File: config.mk
export PLATFORM = sky130hd
export DESIGN_NAME = multicore_mem_arbiter_flat
export DESIGN_NICKNAME = d
export VERILOG_FILES = /design/src/rtl/multicore_mem_arbiter_if.sv /design/src/rtl/multicore_mem_arbiter.sv /design/src/flat_wrapper.sv
export SDC_FILE = /design/constraint.sdc
export NUM_CORES = 1
export LEC_CHECK = 0
export BUFFER_PORTS_ARGS = -buffer_cell sky130_fd_sc_hd__buf_2
export CAP_MARGIN = 0
export CORE_AREA = 2 2 122 124
export CTS_BUF_LIST = sky130_fd_sc_hd__clkbuf_16
export DETAILED_ROUTE_END_ITERATION = 6
export DIE_AREA = 0 0 124 126
export PLACE_DENSITY = 0.75
export RECOVER_POWER = 100
export REMOVE_ABC_BUFFERS = 1
export SLEW_MARGIN = 20
export SYNTH_ARGS = -nofsm -noshare
export SYNTH_HDL_FRONTEND = slang
export SYNTH_SLANG_ARGS = --single-unit
File: constraint.sdc
create_clock -name clk -period 2.9 [get_ports clk]
set_input_delay 0.58 -clock clk [delete_from_list [all_inputs] [get_ports clk]]
set_output_delay 0.58 -clock clk [all_outputs]
set_load 0.005 [all_outputs]
File: src/rtl/multicore_mem_arbiter_if.sv
// Native picorv32-style memory bus bundle for the multicore arbiter.
//   up_*  : N per-core request/response ports, core i in slice i
//   dn_*  : single shared-memory port
//   slave : arbiter view (serves cores, drives shared memory)
//   master: environment view (cores plus shared memory)
interface multicore_mem_arbiter_if #(
   parameter int unsigned N = 2
);
   logic [N-1:0]      up_mem_valid;
   logic [N-1:0]      up_mem_instr;
   logic [32*N-1:0]   up_mem_addr;
   logic [32*N-1:0]   up_mem_wdata;
   logic [4*N-1:0]    up_mem_wstrb;
   logic [N-1:0]      up_mem_ready;
   logic [32*N-1:0]   up_mem_rdata;

   logic              dn_mem_valid;
   logic              dn_mem_instr;
   logic [31:0]       dn_mem_addr;
   logic [31:0]       dn_mem_wdata;
   logic [3:0]        dn_mem_wstrb;
   logic              dn_mem_ready;
   logic [31:0]       dn_mem_rdata;

   modport slave (
      input  up_mem_valid, up_mem_instr, up_mem_addr, up_mem_wdata, up_mem_wstrb,
      output up_mem_ready, up_mem_rdata,
      output dn_mem_valid, dn_mem_instr, dn_mem_addr, dn_mem_wdata, dn_mem_wstrb,
      input  dn_mem_ready, dn_mem_rdata
   );

   modport master (
      output up_mem_valid, up_mem_instr, up_mem_addr, up_mem_wdata, up_mem_wstrb,
      input  up_mem_ready, up_mem_rdata,
      input  dn_mem_valid, dn_mem_instr, dn_mem_addr, dn_mem_wdata, dn_mem_wstrb,
      output dn_mem_ready, dn_mem_rdata
   );
endinterface

File: src/rtl/multicore_mem_arbiter.sv
// Round-robin arbiter from N core memory ports onto one shared memory port.
// Each core owns a WINDOW_BYTES window, relocated to core_index*WINDOW_BYTES.
// Out-of-window accesses complete locally with rdata 0 and set a sticky err.
//   clk, resetn : clock, async active-low reset
//   bus         : up_* core ports and dn_* shared-memory port (slave modport)
//   grant_idx   : core currently owning the bus
//   busy        : high whenever a transaction is being handled
//   err         : sticky per-core out-of-window flag
module multicore_mem_arbiter #(
   parameter int unsigned N            = 2,
   parameter int unsigned WINDOW_BYTES = 1024
) (
   input  logic                                  clk,
   input  logic                                  resetn,
   multicore_mem_arbiter_if.slave                bus,
   output logic [((N > 1) ? $clog2(N) : 1)-1:0]  grant_idx,
   output logic                                  busy,
   output logic [N-1:0]                          err
);
   localparam int unsigned GW = (N > 1) ? $clog2(N) : 1;

   typedef enum logic [1:0] {IDLE = 2'd0, ISSUE = 2'd1, RESP = 2'd2} state_t;

   state_t          state;
   logic [GW-1:0]   rr_ptr;
   logic [N-1:0]    up_ready_q;
   logic [32*N-1:0] up_rdata_q;
   logic            dn_valid_q;
   logic            dn_instr_q;
   logic [31:0]     dn_addr_q;
   logic [31:0]     dn_wdata_q;
   logic [3:0]      dn_wstrb_q;

   logic [2*N-1:0]  req_rot;
   logic            win_found;
   logic [GW-1:0]   win_idx;
   logic            win_instr;
   logic [31:0]     win_addr;
   logic [31:0]     win_wdata;
   logic [3:0]      win_wstrb;
   logic            win_in_window;
   logic [31:0]     win_reloc;
   logic [GW-1:0]   rr_next;
   int unsigned     pos;

   // Round-robin winner: rotate requests so rr_ptr lands on bit 0, take the lowest set bit.
   always_comb begin
      req_rot   = {bus.up_mem_valid, bus.up_mem_valid} >> rr_ptr;
      win_found = 1'b0;
      pos       = 32'(rr_ptr);
      for (int k = int'(N) - 1; k >= 0; k--) begin
         if (req_rot[k]) begin
            win_found = 1'b1;
            pos       = 32'(rr_ptr) + 32'(k);
         end
      end
      if (pos >= N) pos = pos - N;
      win_idx   = GW'(pos);

      win_instr = 1'b0;
      win_addr  = '0;
      win_wdata = '0;
      win_wstrb = '0;
      for (int i = 0; i < int'(N); i++) begin
         if (GW'(i) == win_idx) begin
            win_instr = bus.up_mem_instr[i];
            win_addr  = bus.up_mem_addr[32*i +: 32];
            win_wdata = bus.up_mem_wdata[32*i +: 32];
            win_wstrb = bus.up_mem_wstrb[4*i +: 4];
         end
      end
      win_in_window = (win_addr < 32'(WINDOW_BYTES));
      // 32-bit wrap on relocation is intentional
      win_reloc     = win_addr + (32'(win_idx) * 32'(WINDOW_BYTES));
      rr_next       = (grant_idx == GW'(N - 1)) ? '0 : grant_idx + 1'b1;
   end

   // Arbitration FSM with all outputs registered.
   always_ff @(posedge clk or negedge resetn) begin
      if (!resetn) begin
         state      <= IDLE;
         rr_ptr     <= '0;
         grant_idx  <= '0;
         busy       <= 1'b0;
         err        <= '0;
         up_ready_q <= '0;
         up_rdata_q <= '0;
         dn_valid_q <= 1'b0;
         dn_instr_q <= 1'b0;
         dn_addr_q  <= '0;
         dn_wdata_q <= '0;
         dn_wstrb_q <= '0;
      end else begin
         case (state)
            IDLE: begin
               if (win_found) begin
                  grant_idx <= win_idx;
                  busy      <= 1'b1;
                  if (win_in_window) begin
                     dn_valid_q <= 1'b1;
                     dn_instr_q <= win_instr;
                     dn_addr_q  <= win_reloc;
                     dn_wdata_q <= win_wdata;
                     dn_wstrb_q <= win_wstrb;
                     state      <= ISSUE;
                  end else begin
                     for (int i = 0; i < int'(N); i++) begin
                        if (GW'(i) == win_idx) begin
                           err[i]                  <= 1'b1;
                           up_ready_q[i]           <= 1'b1;
                           up_rdata_q[32*i +: 32]  <= '0;
                        end
                     end
                     state <= RESP;
                  end
               end
            end
            ISSUE: begin
               if (bus.dn_mem_ready) begin
                  dn_valid_q <= 1'b0;
                  for (int i = 0; i < int'(N); i++) begin
                     if (GW'(i) == grant_idx) begin
                        up_ready_q[i]          <= 1'b1;
                        up_rdata_q[32*i +: 32] <= bus.dn_mem_rdata;
                     end
                  end
                  state <= RESP;
               end
            end
            RESP: begin
               up_ready_q <= '0;
               rr_ptr     <= rr_next;
               busy       <= 1'b0;
               state      <= IDLE;
            end
            default: state <= IDLE;
         endcase
      end
   end

   assign bus.up_mem_ready = up_ready_q;
   assign bus.up_mem_rdata = up_rdata_q;
   assign bus.dn_mem_valid = dn_valid_q;
   assign bus.dn_mem_instr = dn_instr_q;
   assign bus.dn_mem_addr  = dn_addr_q;
   assign bus.dn_mem_wdata = dn_wdata_q;
   assign bus.dn_mem_wstrb = dn_wstrb_q;
endmodule
File: src/flat_wrapper.sv
// flat-port wrapper written by rule: the top's interface ports become plain ports
module multicore_mem_arbiter_flat 
#(
   parameter int unsigned N            = 2,
   parameter int unsigned WINDOW_BYTES = 1024
)
  (clk, resetn, grant_idx, busy, err, bus_up_mem_valid, bus_up_mem_instr, bus_up_mem_addr, bus_up_mem_wdata, bus_up_mem_wstrb, bus_up_mem_ready, bus_up_mem_rdata, bus_dn_mem_valid, bus_dn_mem_instr, bus_dn_mem_addr, bus_dn_mem_wdata, bus_dn_mem_wstrb, bus_dn_mem_ready, bus_dn_mem_rdata);
  multicore_mem_arbiter_if #(.N(N)) bus_i ();
  input  logic clk;
  input  logic resetn;
  output logic [((N > 1) ? $clog2(N) : 1)-1:0] grant_idx;
  output logic busy;
  output logic [N-1:0] err;
  input wire logic [$bits(bus_i.up_mem_valid)-1:0] bus_up_mem_valid;
  input wire logic [$bits(bus_i.up_mem_instr)-1:0] bus_up_mem_instr;
  input wire logic [$bits(bus_i.up_mem_addr)-1:0] bus_up_mem_addr;
  input wire logic [$bits(bus_i.up_mem_wdata)-1:0] bus_up_mem_wdata;
  input wire logic [$bits(bus_i.up_mem_wstrb)-1:0] bus_up_mem_wstrb;
  output wire logic [$bits(bus_i.up_mem_ready)-1:0] bus_up_mem_ready;
  output wire logic [$bits(bus_i.up_mem_rdata)-1:0] bus_up_mem_rdata;
  output wire logic [$bits(bus_i.dn_mem_valid)-1:0] bus_dn_mem_valid;
  output wire logic [$bits(bus_i.dn_mem_instr)-1:0] bus_dn_mem_instr;
  output wire logic [$bits(bus_i.dn_mem_addr)-1:0] bus_dn_mem_addr;
  output wire logic [$bits(bus_i.dn_mem_wdata)-1:0] bus_dn_mem_wdata;
  output wire logic [$bits(bus_i.dn_mem_wstrb)-1:0] bus_dn_mem_wstrb;
  input wire logic [$bits(bus_i.dn_mem_ready)-1:0] bus_dn_mem_ready;
  input wire logic [$bits(bus_i.dn_mem_rdata)-1:0] bus_dn_mem_rdata;
  assign bus_i.up_mem_valid = bus_up_mem_valid;
  assign bus_i.up_mem_instr = bus_up_mem_instr;
  assign bus_i.up_mem_addr = bus_up_mem_addr;
  assign bus_i.up_mem_wdata = bus_up_mem_wdata;
  assign bus_i.up_mem_wstrb = bus_up_mem_wstrb;
  assign bus_up_mem_ready = bus_i.up_mem_ready;
  assign bus_up_mem_rdata = bus_i.up_mem_rdata;
  assign bus_dn_mem_valid = bus_i.dn_mem_valid;
  assign bus_dn_mem_instr = bus_i.dn_mem_instr;
  assign bus_dn_mem_addr = bus_i.dn_mem_addr;
  assign bus_dn_mem_wdata = bus_i.dn_mem_wdata;
  assign bus_dn_mem_wstrb = bus_i.dn_mem_wstrb;
  assign bus_i.dn_mem_ready = bus_dn_mem_ready;
  assign bus_i.dn_mem_rdata = bus_dn_mem_rdata;
  multicore_mem_arbiter #(.N(N), .WINDOW_BYTES(WINDOW_BYTES)) u_core (.clk(clk), .resetn(resetn), .bus(bus_i), .grant_idx(grant_idx), .busy(busy), .err(err));
endmodule
==> impl_metrics.yaml, run 1 <==
power_and_ir_drop:
  leakagePower_uw: 0.00408
  power_density_mw_per_mm2: 578
  vdd_drop_max_mv: 0.351
detailed_routing:
  drtIter0Drc: 281
  dr.pass1.iters: 5
  vias_per_cell: 5.27
  drtAntennaViolNets: 0
  wire_per_inst_um: 17.0
  drc_errors: 0
  num_vias: 5205
  wl_um: 16800
run:
  drv_cap: 0
worst_hold_path:
  worstHoldStart: "bus_dn_mem_ready"
  worstHoldEndpoint: "u_core.state[0]"
  min_delay_path_depth: 2
  hold_class: "input port to flip-flop"
cells_and_area:
  syn2layout_area_growth_pct: 36.7
  fin_nets: 968
  n_antenna_cell: 0
  drive_above_1_share: 0.315
  final_cell_count_no_fill: 987
  fillers: 1316
setup_path:
  path_max_fanout: 32
  critPathKind: "flip-flop to flip-flop"
  cp-end-kind: "flip-flop"
  regToRegStartpoint: "u_core.rr_ptr"
  worstPathArrival_ns: 2.81
  reg2reg_to: "u_core.bus.up_mem_rdata[5]"
  cp.required_ns: 3.19
  reg2regPathDepth: 8
  cp-start-kind: "flip-flop"
  reg2reg_slack_ns: 0.38
clocking:
  cts_tree: "built"
  post_cts_buffers: 0
  cts_buffers: 17
  clock_latency_ns: 0.41
  cts_max_level: 4
  cts_num_sinks: 143
  cts.repair.resized: 0
  clkTransAtPathRegs_ns: 0.06
  root_buffer: "clkbuf_16"
  holdBufCountCts: 0
  clk_path_buf_depth: 2
floorplanning:
  die_area_sq_mm: 0.0156
  start_util: 0.417
  core-area_sq_mm: 0.0143
  ioPinCount: 315
  die_w_um: 124
  std_cell_rows: 44
  dieHeight_um: 126
synthesis:
  yosysWarnings: 0
  synth_top_cell_by_area: "dfrtp_1"
  synth_area_leaders: "dfrtp_1, a32o_1, mux2i_1"
  syn_area_sq_mm: 0.00597
  synth_ff_type: "dfrtp_1"
  synth.distinct_cells: 36
  synth_edf_count: 0
  syn_inst: 488
  yosys_register_bits: 143
  synth.avg_cell_area_sq_um: 12.2
  async_reset_ff_frac: 1.00
  yosysSeqAreaShare: 0.600
  synth_common_cells: "dfrtp_1, o21ai_0, a32o_1"
  yosys.cell_count.top_type: "dfrtp_1"
  synth_top_area_share: 0.600
timing:
  skew_ns: 0.00664
  relSlewSlack: 0.00422
  maxSlewViolCount: 0
  finalWorstSetupSlack_ns: 0.378
  worst_pin_slew_ns: 1.49
  finalSetupViolations: 0
  max_freq_ghz: 0.396
  min_period_ns: 2.52
  finalCritPeriodShare: 0.870
  grt_setup_unrepaired: "false"
  hold_viol: 0
global_route:
  grt_pass1_vias: 5202
  overflow: 0
  antenna_found_initial: 0
  grt_usage: 0.214
  grt_max_degree: 65
  grt_pass1_wl_um: 26200
placed_design:
  globalplace.congestion: 0.762
  port-buffer-count: 314
  hpwl_um: 12100
  place_ws_ns: 0.302
  dpl.cell_count: 956
run_status:
  status: "complete, no violations"
-- placed cells by master, fill, tap and decap left out, types with 2 or more instances in the layout --
| cell | synthesis | layout |
|---|---|---|
| mux2i_1 | 50 | 50 |
| buf_2 | 7 | 198 |
| nand3_1 | 3 | 3 |
| inv_6 | 0 | 3 |
| clkbuf_1 | 35 | 116 |
| nor2b_1 | 2 | 2 |
| clkinv_4 | 0 | 2 |
| nand2_1 | 10 | 11 |
| nor2_1 | 6 | 5 |
| clkbuf_16 | 0 | 17 |
| and2_1 | 20 | 13 |
| clkbuf_2 | 0 | 2 |
| bufinv_16 | 0 | 2 |
| clkinvlp_4 | 0 | 2 |
| nand3b_1 | 2 | 2 |
| mux2_2 | 2 | 2 |
| nand4_1 | 1 | 2 |
| clkinv_2 | 0 | 3 |
| nor4_1 | 6 | 6 |
| or2_2 | 1 | 2 |
| buf_4 | 0 | 9 |
| a211oi_1 | 2 | 2 |
| a21oi_2 | 0 | 2 |
| and2_0 | 0 | 7 |
| a21o_1 | 4 | 4 |
| nor3_1 | 4 | 4 |
| ha_1 | 2 | 2 |
| nand2b_1 | 2 | 2 |
| buf_12 | 0 | 3 |
| dfrtp_1 | 143 | 143 |
| inv_1 | 3 | 4 |
| o21ai_0 | 100 | 100 |
| a32o_1 | 64 | 64 |
-- worst max path at each step --
stage                              startpoint                     endpoint  slack, ns  cells past startpoint
final                           u_core.rr_ptr   u_core.bus.up_mem_rdata[5]       0.38                      8
after CTS                       u_core.rr_ptr   u_core.bus.up_mem_rdata[5]       0.59                      8
after floorplan           bus_up_mem_valid[1]   u_core.bus.up_mem_rdata[0]      -1.49                      6
after detailed placement  bus_up_mem_valid[1]  u_core.bus.up_mem_rdata[18]       0.30                      9
after global placement    bus_up_mem_valid[1]   u_core.bus.up_mem_rdata[7]       0.36                      9
after global routing            u_core.rr_ptr  u_core.bus.up_mem_rdata[14]       0.27                      8
-- routing by layer --
metal	vias to the layer above	part of all wire	routed length (um)	track usage
met3	15	0.085	1440	0.0679
met4	0	0.015	248	0.0714
met2	216	0.48	8070	0.351
met5	-	0	0	0
li1	2456	-	-	-
met1	2518	0.42	7060	0.268
-- where the power goes --
part / total [uW] / switching, uW / internal [uW]
clock network: 2080 / 826 / 1260
registers: 2030 / 19.2 / 2010
logic: 601 / 351 / 250
total: 4720 / 1200 / 3520
-- sequential cells by signal (all words and copies together) (netlist names) --
name / cells
u_core.bus.up_mem_rdata: 64
u_core.bus.dn_mem_addr: 32
u_core.bus.dn_mem_wdata: 32
u_core.bus.dn_mem_wstrb: 4
u_core.bus.up_mem_ready: 2
u_core.err: 2
u_core.state: 2
u_core.bus.dn_mem_instr: 1
u_core.bus.dn_mem_valid: 1
u_core.busy: 1
u_core.grant_idx: 1
u_core.rr_ptr: 1
-- kinds of logic (layout without fill, tap and decap cells) --
family / Yosys count / in the layout / synth area share
flops: 143 / 143 / 0.600
buf+inv: 47 / 362 / 0.0335
mux: 54 / 54 / 0.0927
xor+xnor: 1 / 1 / 0.00147
simple gates: 61 / 61 / 0.0572
compound gates: 180 / 180 / 0.211
fa+ha+maj: 2 / 2 / 0.00419
-- layout make-up --
class / instances / area, sq um / area share
sequential: 143 / 3580 / 0.439
timing repair buffer: 328 / 1560 / 0.192
tap: 184 / 230 / 0.0282
multi-input combinational: 298 / 2210 / 0.270
inverter: 3 / 11.3 / 0.00138
clock inverter: 14 / 141 / 0.0173
clock buffer: 17 / 425 / 0.0522
-- worst max-delay path: stages, from the launching register on --
cell and delay (ns):
dfrtp_1 0.41, or2_0 0.30, nand2_1 0.34, mux2_2 0.38
nand4_1 0.12, buf_4 0.25, o211ai_1 0.16, buf_12 0.21
a32o_1 0.22
-- metrics by stage --
step	TNS [ns]	cell area (sq um)	hold slack, ns	power [uW]	utilization
2_1_floorplan	-173.21	5780	0.284	2370	-
3_3_place_gp	0	7760	0.435	2680	0.542
3_5_place_dp	0	7760	0.447	2690	0.542
4_1_cts	0	8330	0.136	4780	0.582
5_1_grt	0	8160	0.410	4910	0.570
6_report	0	8160	0.428	4720	0.570
No activity file was read; power rests on OpenSTA's default activity.
==> run 2: changes to the inputs <==
--- a/config.mk
+++ b/config.mk
@@ -11,7 +11,7 @@
 export CTS_BUF_LIST = sky130_fd_sc_hd__clkbuf_16
 export DETAILED_ROUTE_END_ITERATION = 6
 export DIE_AREA = 0 0 124 126
-export PLACE_DENSITY = 0.75
+export PLACE_DENSITY = 0.73
 export RECOVER_POWER = 100
 export REMOVE_ABC_BUFFERS = 1
 export SLEW_MARGIN = 20
==> run 2 against run 1 <==
Net effect: the flow now finishes with violations (max-capacitance violations, max-slew violations); highest routed layer is now met5; sequential share of layout area unchanged; clock power about the same; utilization unchanged; flip-flop and latch count unchanged; total power down 0.58%; cell count up 0.20%; combinational power about the same; routed wire length up 8.9%; fmax up 0.64%; sequential power about the same; non-clock buffer count unchanged.
==> impl_metrics.yaml, run 2 (synthesis results as in run 1) <==
timing:
  min_period_ns: 2.51
  hold_viol: 0
  relSlewSlack: -0.302
  tns_ns: 0
  skew_ns: 0.0102
  hold_slack_ns: 0.406
  max_freq_ghz: 0.399
  maxSlewViolCount: 37
  grt_setup_unrepaired: "false"
  finalCritPeriodShare: 0.864
  worst_pin_slew_ns: 1.95
  finalSetupViolations: 0
clocking:
  clock_latency_ns: 0.42
  cts_num_sinks: 143
  root_buffer: "clkbuf_16"
  holdBufCountCts: 0
  cts_tree: "built"
  cts_max_level: 4
  clk_path_buf_depth: 2
  clkTransAtPathRegs_ns: 0.06
  post_cts_buffers: 0
  cts_buffers: 17
  cts.repair.resized: 0
global_route:
  overflow: 0
  grt_pass1_vias: 5492
  grt_pass1_wl_um: 28200
  grt_usage: 0.234
  grt_max_degree: 84
  antenna_found_initial: 3
worst_hold_path:
  min_delay_path_depth: 2
  worstHoldStart: "bus_dn_mem_ready"
  worstHoldEndpoint: "u_core.state[0]"
  hold_class: "input port to flip-flop"
setup_path:
  reg2regPathDepth: 8
  regToRegStartpoint: "u_core.rr_ptr"
  path_max_fanout: 52
  cp-start-kind: "flip-flop"
  critPathKind: "flip-flop to flip-flop"
  cp-end-kind: "flip-flop"
  cp.required_ns: 3.20
  reg2reg_slack_ns: 0.39
  worstPathArrival_ns: 2.80
  reg2reg_to: "u_core.bus.up_mem_rdata[16]"
cells_and_area:
  syn2layout_area_growth_pct: 36.7
  largest_reg_flops: 64
  final_common_cell: "buf_2"
  utilization: 0.570
  layout_common_cells: "buf_2, dfrtp_1, o21ai_0"
  drive_above_1_share: 0.338
  fin_nets: 968
detailed_routing:
  drtIter0Drc: 346
  num_vias: 5431
  wire_per_inst_um: 18.5
  drtAntennaViolNets: 0
  dr.pass1.iters: 4
  vias_per_cell: 5.49
  drc_errors: 0
  wl_um: 18300
floorplanning:
  die_w_um: 124
  ioPinCount: 315
  core-area_sq_mm: 0.0143
  std_cell_rows: 44
  dieHeight_um: 126
  die_area_sq_mm: 0.0156
  start_util: 0.417
placed_design:
  port-buffer-count: 314
  globalplace.congestion: 0.824
  hpwl_um: 13200
run:
  drv_cap: 1
power_and_ir_drop:
  vdd_drop_max_mv: 0.333
  power_density_mw_per_mm2: 575
  power_uw: 4690
  leakagePower_uw: 0.00416
run_status:
  status: "finished with violations"
  violations: "max-capacitance violations, max-slew violations"
run 2: power by group:
part	switching [uW]	internal, uW
registers	20.8	2010
clock network	870	1190
logic	360	239
total	1250	3440
run 2: how the worst max path moves through the flow:
stage | start | endpoint | cells after the start
3_3_place_gp | bus_up_mem_valid[1] | u_core.bus.up_mem_rdata[6] | 9
2_1_floorplan | bus_up_mem_valid[1] | u_core.bus.up_mem_rdata[0] | 6
4_1_cts | u_core.rr_ptr | u_core.bus.up_mem_rdata[4] | 8
3_5_place_dp | bus_up_mem_valid[1] | u_core.bus.up_mem_rdata[4] | 9
6_report | u_core.rr_ptr | u_core.bus.up_mem_rdata[16] | 8
5_1_grt | u_core.rr_ptr | u_core.bus.up_mem_rdata[4] | 8
run 2: through the flow:
| stage | instances | area [sq um] | setup WS (ns) |
|---|---|---|---|
| floorplan | 444 | 5780 | -1.49 |
| global placement | 956 | 7750 | 0.348 |
| detailed placement | 956 | 7750 | 0.267 |
| CTS | 988 | 8320 | 0.566 |
| global route | 989 | 8160 | 0.197 |
| finish | 989 | 8160 | 0.394 |
run 2: metal layers:
metal	up-vias	track usage	part of all wire
met1	2671	0.273	0.38
met5	-	0	0.0013
met2	266	0.396	0.50
met4	4	0.0879	0.017
li1	2458	-	-
met3	32	0.0802	0.10
run 2: critical path, stage by stage (launching register included):
cell      delay (ns)
dfrtp_1         0.41
or2_0           0.30
nand2_1         0.28
mux2_2          0.39
nand4_2         0.12
buf_12          0.23
o211ai_1        0.12
buf_4           0.26
a32o_1          0.25
run 2: area by class of cell:
class	instances	area (sq um)
inverter	3	11.3
clock inverter	15	139
clock buffer	17	425
fill	1288	6160
tap	184	230
antenna	1	2.50
sequential	143	3580
multi-input combinational	298	2200
timing repair buffer	328	1570
==> run 3: changes to the inputs <==
--- a/config.mk
+++ b/config.mk
@@ -11,6 +11,7 @@
 export CTS_BUF_LIST = sky130_fd_sc_hd__clkbuf_16
 export DETAILED_ROUTE_END_ITERATION = 6
 export DIE_AREA = 0 0 124 126
+export MAX_ROUTING_LAYER = met4
 export PLACE_DENSITY = 0.73
 export RECOVER_POWER = 100
 export REMOVE_ABC_BUFFERS = 1
==> run 3 against run 2 <==
Net effect: the flow still finishes with violations (max-capacitance violations, max-slew violations); hold slack worse by 0.0025 ns; clock power about the same; fmax fell by 0.21%; sequential power is essentially flat; register-to-register slack barely moved; non-clock buffer count is the same; critical path depth stayed put.
==> impl_metrics.yaml, run 3 (synthesis results as in run 1) <==
detailed_routing:
  drtAntennaViolNets: 0
  wl_um: 18300
  dr.pass1.iters: 5
  drc_errors: 0
  num_vias: 5417
  drtIter0Drc: 356
  wire_per_inst_um: 18.5
  vias_per_cell: 5.47
floorplanning:
  ioPinCount: 315
  die_area_sq_mm: 0.0156
  start_util: 0.417
  die_w_um: 124
  dieHeight_um: 126
  std_cell_rows: 44
  core-area_sq_mm: 0.0143
clocking:
  clkTransAtPathRegs_ns: 0.06
  cts_num_sinks: 143
  cts_tree: "built"
  holdBufCountCts: 0
  cts_max_level: 4
  clock_latency_ns: 0.42
  cts.repair.resized: 0
  root_buffer: "clkbuf_16"
  post_cts_buffers: 0
  clk_path_buf_depth: 2
  cts_buffers: 17
setup_path:
  reg2reg_to: "u_core.bus.up_mem_rdata[4]"
  cp.required_ns: 3.19
  crit_family: "simple AND/OR/NAND/NOR gates"
  worstPathArrival_ns: 2.81
  regToRegStartpoint: "u_core.rr_ptr"
  critPathKind: "flip-flop to flip-flop"
  cp-end-kind: "flip-flop"
  crit_chain: "or2_0 > nand2_1 > mux2_2 > nand4_2 > buf_12 > o211ai_1 > buf_4 > a32o_1"
  reg2reg_slack_ns: 0.39
  cp-start-kind: "flip-flop"
  reg2regPathDepth: 8
  path_buf_inv: 2
  max_stage_delay_ns: 0.41
  path_max_fanout: 52
  crit_start: "u_core.rr_ptr"
  critPathSlowestCell: "dfrtp_1"
power_and_ir_drop:
  leakagePower_uw: 0.00416
  vdd_drop_max_mv: 0.333
  power_density_mw_per_mm2: 575
  power_uw: 4690
timing:
  worst_pin_slew_ns: 1.95
  max_freq_ghz: 0.398
  maxSlewViolCount: 37
  min_period_ns: 2.51
  relSlewSlack: -0.300
  finalSetupViolations: 0
  hold_viol: 0
  grt_setup_unrepaired: "false"
  finalCritPeriodShare: 0.866
  skew_ns: 0.00801
run_status:
  status: "finished with violations"
  violations: "max-capacitance violations, max-slew violations"
placed_design:
  dpl.cell_count: 956
  globalplace.congestion: 0.836
  port-buffer-count: 314
  hpwl_um: 13200
worst_hold_path:
  worstHoldStart: "bus_dn_mem_ready"
  worstHoldEndpoint: "u_core.state[0]"
  hold_class: "input port to flip-flop"
  min_delay_path_depth: 2
cells_and_area:
  syn2layout_area_growth_pct: 36.8
  final_cell_count_no_fill: 991
  largest_reg_flops: 64
  drive_above_1_share: 0.338
  final_common_cell: "buf_2"
  fin_nets: 968
  layout_common_cells: "buf_2, dfrtp_1, o21ai_0"
global_route:
  grt_pass1_vias: 5508
  grt_usage: 0.241
  overflow: 0
  grt_pass1_wl_um: 28100
  antenna_found_initial: 3
  grt_max_degree: 84
run:
  drv_cap: 1
## run 3: cell count changes in the layout (fill, tap and decap cells not counted), sizes merged
cell,previous run,this run
diode,1,3
## run 3: how the worst max path moves through the flow
stage                     slack, ns                         end  cells past startpoint
after global placement         0.35  u_core.bus.up_mem_rdata[6]                      9
after global routing           0.20  u_core.bus.up_mem_rdata[4]                      8
after CTS                      0.57  u_core.bus.up_mem_rdata[4]                      8
after floorplan               -1.49  u_core.bus.up_mem_rdata[0]                      6
after detailed placement       0.27  u_core.bus.up_mem_rdata[4]                      9
final                          0.39  u_core.bus.up_mem_rdata[4]                      8
## run 3: area by class of cell
cell class	instances	area, sq um
inverters	3	11.3
multi-input cells	298	2200
repair buffers	328	1570
flip-flops and latches	143	3580
clock buffers	17	425
diodes	3	7.51
clock inverters	15	139
fillers	1286	6150
well taps	184	230
## run 3: routing by layer
metal	vias to the layer above	routed length [um]	global-route usage
met1	2643	7300	0.280
met5	-	0	-
met4	0	290	0.0879
met2	286	9080	0.397
met3	26	1650	0.0688
li1	2462	-	-
## run 3: metrics by stage
step / hold WS [ns] / setup TNS (ns) / util / instance area (sq um) / worst slack (ns)
6_report: 0.404 / 0 / 0.570 / 8160 / 0.388
4_1_cts: 0.0505 / 0 / 0.581 / 8320 / 0.566
3_5_place_dp: 0.443 / 0 / 0.542 / 7750 / 0.267
5_1_grt: 0.404 / 0 / 0.570 / 8160 / 0.197
2_1_floorplan: 0.284 / -173.21 / - / 5780 / -1.49
3_3_place_gp: 0.436 / 0 / 0.542 / 7750 / 0.348
## run 3: power breakdown
| part | internal (uW) | switching [uW] | leakage [uW] |
|---|---|---|---|
| clock network | 1190 | 871 | 0.000268 |
| logic | 239 | 360 | 0.00191 |
| registers | 2010 | 20.7 | 0.00198 |
